<file path="config.mk">
export PLATFORM = sky130hd
export DESIGN_NAME = cdb_arbiter
export DESIGN_NICKNAME = d
export VERILOG_FILES = /design/src/rtl/cdb_arbiter.sv
export SDC_FILE = /design/constraint.sdc
export NUM_CORES = 1
export LEC_CHECK = 0
export CAP_MARGIN = 20
export CORE_MARGIN = 2
export CORE_UTILIZATION = 34
export DETAILED_ROUTE_END_ITERATION = 7
export SKIP_LAST_GASP = 1
export SLEW_MARGIN = 20
export SYNTH_ARGS = -nofsm -noshare
export SYNTH_HDL_FRONTEND = slang
export SYNTH_SLANG_ARGS = --single-unit
export TNS_END_PERCENT = 1
</file>
<file path="constraint.sdc">
create_clock -name clk_in -period 5.6 [get_ports clk_in]
set_input_delay 0.56 -clock clk_in [delete_from_list [all_inputs] [get_ports clk_in]]
set_output_delay 0.56 -clock clk_in [all_outputs]
set_load 0.005 [all_outputs]
</file>
<file path="src/rtl/cdb_arbiter.sv">
// -----------------------------------------------------------------------------
// cdb_arbiter
//
// Purpose:
//   Common-data-bus arbiter for three result producers (0 = ALU/RS, 1 = LSB,
//   2 = branch unit). Each producer writes {rob_id, value} into its own small
//   holding FIFO. On every active cycle one non-empty FIFO is chosen in
//   round-robin order and its head entry is broadcast on the registered CDB
//   outputs for exactly one cycle.
//
// Ports:
//   clk_in      in   system clock, all state on the rising edge
//   rst_in      in   asynchronous active-high reset
//   rdy_in      in   global ready; low freezes the whole block
//   clear       in   synchronous flush (mispredict): empties every FIFO
//   req_valid   in   [2:0]  per-producer result valid
//   req_rob_id  in   [3*W-1:0] per-producer RoB id, producer i at [i*W +: W]
//   req_value   in   [95:0] per-producer result, producer i at [i*32 +: 32]
//   req_ready   out  [2:0]  per-producer accept (combinational)
//   cdb_valid   out  broadcast valid (registered)
//   cdb_rob_id  out  broadcast RoB id (registered)
//   cdb_value   out  broadcast result (registered)
//   cdb_src     out  index of the producer that won the bus (registered)
// -----------------------------------------------------------------------------
module cdb_arbiter #(
    parameter int ROB_WIDTH_BIT = 4,
    parameter int FIFO_DEPTH    = 2
) (
    input  logic                         clk_in,
    input  logic                         rst_in,
    input  logic                         rdy_in,
    input  logic                         clear,
    input  logic [2:0]                   req_valid,
    input  logic [3*ROB_WIDTH_BIT-1:0]   req_rob_id,
    input  logic [95:0]                  req_value,
    output logic [2:0]                   req_ready,
    output logic                         cdb_valid,
    output logic [ROB_WIDTH_BIT-1:0]     cdb_rob_id,
    output logic [31:0]                  cdb_value,
    output logic [1:0]                   cdb_src
);

    localparam int W  = ROB_WIDTH_BIT;
    localparam int PW = (FIFO_DEPTH > 1) ? $clog2(FIFO_DEPTH) : 1;
    localparam int CW = $clog2(FIFO_DEPTH + 1);
    localparam logic [CW-1:0] DEPTH_C = CW'(FIFO_DEPTH);

    // Arbitration (and therefore popping) only happens on cycles where the
    // block is running and not being flushed.
    logic arb_en;
    assign arb_en = rdy_in & ~clear;

    logic [2:0]   push;
    logic [2:0]   pop;
    logic [2:0]   nonempty;
    logic [3*W-1:0] head_rob_id;
    logic [95:0]  head_value;

    // -------------------------------------------------------------------------
    // Per-producer holding FIFOs
    // -------------------------------------------------------------------------
    generate
        for (genvar gi = 0; gi < 3; gi++) begin : g_fifo
            logic [PW-1:0] head_q;
            logic [PW-1:0] head_d;
            logic [PW-1:0] tail_q;
            logic [PW-1:0] tail_d;
            logic [CW-1:0] count_q;
            logic [CW-1:0] count_d;

            logic [W-1:0]  rob_mem [FIFO_DEPTH];
            logic [31:0]   val_mem [FIFO_DEPTH];

            // Readiness looks only at the count before the edge: a full FIFO
            // stays not-ready even on a cycle where it is about to pop.
            assign req_ready[gi] = ~rst_in & rdy_in & ~clear & (count_q < DEPTH_C);
            assign push[gi]      = req_valid[gi] & req_ready[gi];
            assign nonempty[gi]  = (count_q != '0);

            assign head_rob_id[gi*W +: W]   = rob_mem[head_q];
            assign head_value[gi*32 +: 32]  = val_mem[head_q];

            always_comb begin
                head_d  = head_q;
                tail_d  = tail_q;
                count_d = count_q;
                if (clear) begin
                    head_d  = '0;
                    tail_d  = '0;
                    count_d = '0;
                end else begin
                    // Depth is a power of two, so plain overflow wraps the
                    // pointers modulo FIFO_DEPTH.
                    if (push[gi]) begin
                        tail_d = tail_q + PW'(1);
                    end
                    if (pop[gi]) begin
                        head_d = head_q + PW'(1);
                    end
                    case ({push[gi], pop[gi]})
                        2'b10:   count_d = count_q + CW'(1);
                        2'b01:   count_d = count_q - CW'(1);
                        default: count_d = count_q;
                    endcase
                end
            end

            always_ff @(posedge clk_in or posedge rst_in) begin
                if (rst_in) begin
                    head_q  <= '0;
                    tail_q  <= '0;
                    count_q <= '0;
                end else begin
                    head_q  <= head_d;
                    tail_q  <= tail_d;
                    count_q <= count_d;
                end
            end

            // Storage carries no reset: only entries covered by count_q are
            // ever read, so stale contents are harmless.
            always_ff @(posedge clk_in) begin
                if (push[gi]) begin
                    assert (count_q != DEPTH_C)
                        else $fatal(1, "cdb_arbiter: push into full FIFO %0d", gi);
                    rob_mem[tail_q] <= req_rob_id[gi*W +: W];
                    val_mem[tail_q] <= req_value[gi*32 +: 32];
                end
            end
        end
    endgenerate

    // -------------------------------------------------------------------------
    // Round-robin arbitration
    // -------------------------------------------------------------------------
    logic [1:0] rr_q;
    logic [1:0] rr_d;
    logic [1:0] cand0;
    logic [1:0] cand1;
    logic [1:0] cand2;
    logic       grant_vld;
    logic [1:0] grant_idx;

    function automatic logic [1:0] next_idx(input logic [1:0] idx);
        return (idx >= 2'd2) ? 2'd0 : idx + 2'd1;
    endfunction

    always_comb begin
        // rr_q only ever holds 0..2; the guard keeps the index in range anyway.
        cand0     = (rr_q > 2'd2) ? 2'd0 : rr_q;
        cand1     = next_idx(cand0);
        cand2     = next_idx(cand1);
        grant_vld = arb_en & (|nonempty);
        if (nonempty[cand0]) begin
            grant_idx = cand0;
        end else if (nonempty[cand1]) begin
            grant_idx = cand1;
        end else begin
            grant_idx = cand2;
        end
        pop = grant_vld ? (3'b001 << grant_idx) : 3'b000;
    end

    // -------------------------------------------------------------------------
    // Registered CDB outputs
    // -------------------------------------------------------------------------
    logic         cdb_valid_q;
    logic         cdb_valid_d;
    logic [W-1:0] cdb_rob_id_q;
    logic [W-1:0] cdb_rob_id_d;
    logic [31:0]  cdb_value_q;
    logic [31:0]  cdb_value_d;
    logic [1:0]   cdb_src_q;
    logic [1:0]   cdb_src_d;

    always_comb begin
        cdb_valid_d  = cdb_valid_q;
        cdb_rob_id_d = cdb_rob_id_q;
        cdb_value_d  = cdb_value_q;
        cdb_src_d    = cdb_src_q;
        rr_d         = rr_q;
        if (clear) begin
            // Flush kills any broadcast in flight; payload and rr are kept.
            cdb_valid_d = 1'b0;
        end else if (rdy_in) begin
            if (grant_vld) begin
                cdb_valid_d  = 1'b1;
                cdb_rob_id_d = head_rob_id[grant_idx*W +: W];
                cdb_value_d  = head_value[grant_idx*32 +: 32];
                cdb_src_d    = grant_idx;
                rr_d         = next_idx(grant_idx);
            end else begin
                cdb_valid_d = 1'b0;
            end
        end
        // rdy_in low without clear: everything holds, including cdb_valid.
    end

    always_ff @(posedge clk_in or posedge rst_in) begin
        if (rst_in) begin
            cdb_valid_q  <= 1'b0;
            cdb_rob_id_q <= '0;
            cdb_value_q  <= '0;
            cdb_src_q    <= '0;
            rr_q         <= '0;
        end else begin
            cdb_valid_q  <= cdb_valid_d;
            cdb_rob_id_q <= cdb_rob_id_d;
            cdb_value_q  <= cdb_value_d;
            cdb_src_q    <= cdb_src_d;
            rr_q         <= rr_d;
        end
    end

    assign cdb_valid  = cdb_valid_q;
    assign cdb_rob_id = cdb_rob_id_q;
    assign cdb_value  = cdb_value_q;
    assign cdb_src    = cdb_src_q;

endmodule

</file>
==> metrics.txt <==
# TYPE chip_impl_metric gauge
chip_impl_metric{name="floorplan.rows",unit=""} 64
chip_impl_metric{name="chipHeight",unit="um"} 181
chip_impl_metric{name="tns",unit="ns"} 0
chip_impl_metric{name="largest_net_degree_at_the_start_of_global_routing",unit=""} 46
chip_impl_metric{name="antenna-diode-count",unit=""} 0
chip_impl_info{name="worstSetupPathType",value="in -> out"} 1
chip_impl_metric{name="cts.clk_slew.worst_paths",unit="ns"} 0.06
chip_impl_metric{name="vias_per_cell",unit=""} 4.95
chip_impl_metric{name="floorplan.initialDensity",unit="%"} 34.7
chip_impl_metric{name="fin_crit_sh",unit="%"} 54.7
chip_impl_metric{name="gp_congestion",unit=""} 0.818
chip_impl_metric{name="grt_antenna_before_repair",unit=""} 0
chip_impl_metric{name="portBuffers",unit=""} 156
chip_impl_metric{name="drt_first_iter_violations",unit=""} 371
chip_impl_info{name="netlist_top_cells_count",value="216 x edfxtp_1, 108 x mux2i_1, 53 x dfrtp_1"} 1
chip_impl_info{name="critPathSlowestCell",value="clkdlybuf4s50_1"} 1
chip_impl_metric{name="cts_made_buffers",unit=""} 28
chip_impl_metric{name="drv.max_cap_violation_count",unit=""} 0
chip_impl_metric{name="worst_hold_slack",unit="ns"} 0.462
chip_impl_metric{name="post-cts-setup-buffers",unit=""} 0
chip_impl_metric{name="slew-limit-headroom",unit="%"} 26.6
chip_impl_metric{name="dieWidth",unit="um"} 181
chip_impl_metric{name="post-dp-hpwl",unit="um"} 16900
chip_impl_metric{name="pin_count",unit=""} 157
chip_impl_info{name="setup.worst_path.end_class",value="primary output"} 1
chip_impl_metric{name="die_area",unit="sq um"} 32700
chip_impl_info{name="regToRegEndpoint",value="cdb_value[25]$_DFFE_PP0P_"} 1
chip_impl_metric{name="wirelength",unit="um"} 24400
chip_impl_metric{name="synth_area",unit="sq um"} 10600
chip_impl_metric{name="global_route.usage.total",unit="%"} 14.8
chip_impl_info{name="dominantRegCellSynth",value="edfxtp_1"} 1
chip_impl_metric{name="required",unit="ns"} 5.04
chip_impl_info{name="cp_cell_sequence",value="clkdlybuf4s50_1 -> or3b_2 -> nor2_1 -> clkdlybuf4s50_1"} 1
chip_impl_info{name="outcome",value="finished clean"} 1
chip_impl_metric{name="detail-route-antenna-nets",unit=""} 0
chip_impl_metric{name="mappedNetlistNets",unit=""} 758
chip_impl_info{name="grt_setup_unrepaired",value="false"} 1
chip_impl_metric{name="h_tree_levels",unit=""} 1
chip_impl_metric{name="place.detailed.instances",unit=""} 1169
chip_impl_metric{name="wl_per_cell",unit="um"} 20.0
chip_impl_metric{name="cpPeakStageDelay",unit="ns"} 0.68
chip_impl_info{name="path_common_cell",value="clkdlybuf4s50_1"} 1
chip_impl_info{name="start_of_the_worst_register_to_register_path",value="rr_q[1]$_DFFE_PP0P_"} 1
chip_impl_metric{name="hold_buffers",unit=""} 0
chip_impl_metric{name="final_cell_area",unit="sq um"} 13700
chip_impl_metric{name="maxClockFrequency",unit="GHz"} 0.327
chip_impl_metric{name="cts-root-to-sink-buffers",unit=""} 3
chip_impl_metric{name="timing.critical_path.arrival",unit="ns"} 2.50
chip_impl_metric{name="first_global_vias",unit=""} 6257
chip_impl_info{name="cts_tree",value="built"} 1
chip_impl_metric{name="remaining_drc_errors",unit=""} 0
chip_impl_metric{name="final_max_slew_viol_count",unit=""} 0
chip_impl_metric{name="synth.yosys.seq_area_share",unit="%"} 73.4
chip_impl_metric{name="finalPower",unit="mW"} 6.07
chip_impl_metric{name="rr_worst_depth",unit=""} 8
chip_impl_metric{name="final.fill_count",unit=""} 2721
chip_impl_info{name="synthMostInstantiatedCell",value="edfxtp_1"} 1
chip_impl_metric{name="layout-drive-gt1-share",unit="%"} 13.2
chip_impl_metric{name="design.core.area",unit="sq um"} 30700
chip_impl_metric{name="instances_no_fill",unit=""} 1221
chip_impl_metric{name="setup_viol",unit=""} 0
chip_impl_metric{name="synth_to_layout_area_growth",unit="%"} 28.9
chip_impl_metric{name="detailed_place.area",unit="sq um"} 12800
chip_impl_metric{name="synth-async-reset-ratio",unit="%"} 19.7
chip_impl_metric{name="ys.warnings.count",unit=""} 0
chip_impl_metric{name="final-hold-violation-count",unit=""} 0
chip_impl_metric{name="power_density",unit="nW/um^2"} 443
chip_impl_metric{name="synth_enable_flop_cells",unit=""} 216
chip_impl_info{name="yosys-top-cells-area",value="edfxtp_1 61%, dfrtp_1 12%, mux2i_1 10%, mux2_2 3.8%, o221ai_1 3.0%"} 1
chip_impl_metric{name="synth_top_area_share",unit="%"} 61.0
chip_impl_metric{name="leakage",unit="nW"} 4.55
chip_impl_metric{name="numClockSinks",unit=""} 269
chip_impl_metric{name="finalNetCount",unit=""} 921
chip_impl_metric{name="grt_first_pass_wirelength",unit="um"} 37300
chip_impl_metric{name="ys_ff_latch",unit=""} 269
chip_impl_metric{name="slew_worst_pin",unit="ns"} 1.10
chip_impl_metric{name="layout_min_cycle_time",unit="ns"} 3.06
chip_impl_info{name="worst_setup_path_start_kind",value="input port"} 1
chip_impl_metric{name="overflow",unit=""} 0
chip_impl_metric{name="synth_cell_types",unit=""} 50
chip_impl_metric{name="netlist_instances",unit=""} 640
chip_impl_metric{name="detailed_routing_iteration_count_for_the_pre_antenna_repair_pass",unit=""} 5
chip_impl_metric{name="synth_area_per_inst",unit="sq um"} 16.6
chip_impl_metric{name="timing.clock.skew",unit="ns"} 0.00792
chip_impl_metric{name="crit_fanout",unit=""} 15
chip_impl_metric{name="worst_reg2reg_setup_slack",unit="ns"} 2.67
chip_impl_metric{name="ctsResizeCount",unit=""} 0
chip_impl_metric{name="ir_drop",unit="mV"} 0.229
chip_impl_metric{name="num_vias",unit=""} 6046
chip_impl_info{name="clock_tree.root_cell",value="clkbuf_16"} 1
chip_impl_info{name="holdCritPathClass",value="in -> async"} 1
chip_impl_metric{name="clkLatencyLatePin",unit="ns"} 0.53
chip_impl_info{name="synth_top_cell_by_area",value="edfxtp_1"} 1
-- cells by family after synthesis --
kind of cell / Yosys count / synth area share (%)
and+or+nand+nor: 103 / 4.41
AOI/OAI and AO/OA: 75 / 5.67
muxes: 144 / 14.0
DFF: 269 / 73.4
buffers and inverters: 42 / 1.82
adders and majority gates: 4 / 0.447
xor gates and xnor gates: 3 / 0.247
-- sequential cells by signal, indices dropped and copies added, names as in the netlist --
signal	flops
g_fifo.count_q	6
cdb_src	2
cdb_valid	1
cdb_value	32
g_fifo.rob_mem	24
cdb_rob_id	4
g_fifo.val_mem	192
rr_q	2
g_fifo.head_q	3
g_fifo.tail_q	3
-- routing by layer --
metal,GRT usage (%),share of wire (%)
met1,20.1,46
met2,24.9,48
met3,2.76,4.7
met4,2.84,1.3
met5,0,0
-- worst max path at each step --
stage / from / end / depth (start not counted)
detailed placement: clear / g_fifo[0].val_mem[1][3]$_DFFE_PP_ / 4
CTS: clear / req_ready[0] / 4
global route: clear / g_fifo[1].head_q$_DFFE_PP0P_ / 6
finish: clear / req_ready[0] / 4
floorplan: clear / g_fifo[0].rob_mem[0][0]$_DFFE_PP_ / 3
global placement: clear / g_fifo[0].rob_mem[0][1]$_DFFE_PP_ / 4
-- metrics by stage --
step	setup WS [ns]	util (%)
2_1_floorplan	2.07	-
3_3_place_gp	1.83	41.2
3_5_place_dp	1.99	41.6
4_1_cts	2.53	44.7
5_1_grt	2.41	44.7
6_report	2.54	44.7
-- worst max-delay path, delay by kind of cell --
| family | cells | cell delay, ns |
|---|---|---|
| buffers and inverters | 2 | 1.20 |
| AND/OR/NAND/NOR | 2 | 0.74 |
-- cell type report --
class                      instances  area, sq um  share of cell area, %
timing repair buffer             167         1740                   12.7
inverter                           8         30.0                  0.219
tap                              396          495                   3.61
clock inverter                    13          171                   1.25
clock buffer                      39          783                   5.71
sequential                       269         7820                   57.0
multi-input combinational        329         2680                   19.6
-- cells in the final DEF, fill, tap and decap left out, drive strengths merged, types with 5 or more instances in the layout --
master / netlist / routed
a21oi: 5 / 5
o221ai: 37 / 37
nor2: 23 / 23
nor3: 5 / 5
nand2: 51 / 51
inv: 8 / 8
clkbuf: 23 / 39
or3: 5 / 5
o21ai: 10 / 10
mux2i: 108 / 108
edfxtp: 216 / 216
dfrtp: 53 / 53
buf: 11 / 11
clkinv: 0 / 6
mux2: 36 / 36
clkdlybuf4s50: 0 / 156
-- report_power, final --
part,switching [mW],internal [mW]
clock,0.735,1.16
sequential,0.188,2.35
combinational,0.806,0.828
total,1.73,4.34
Power figures use the tool's default switching activity.
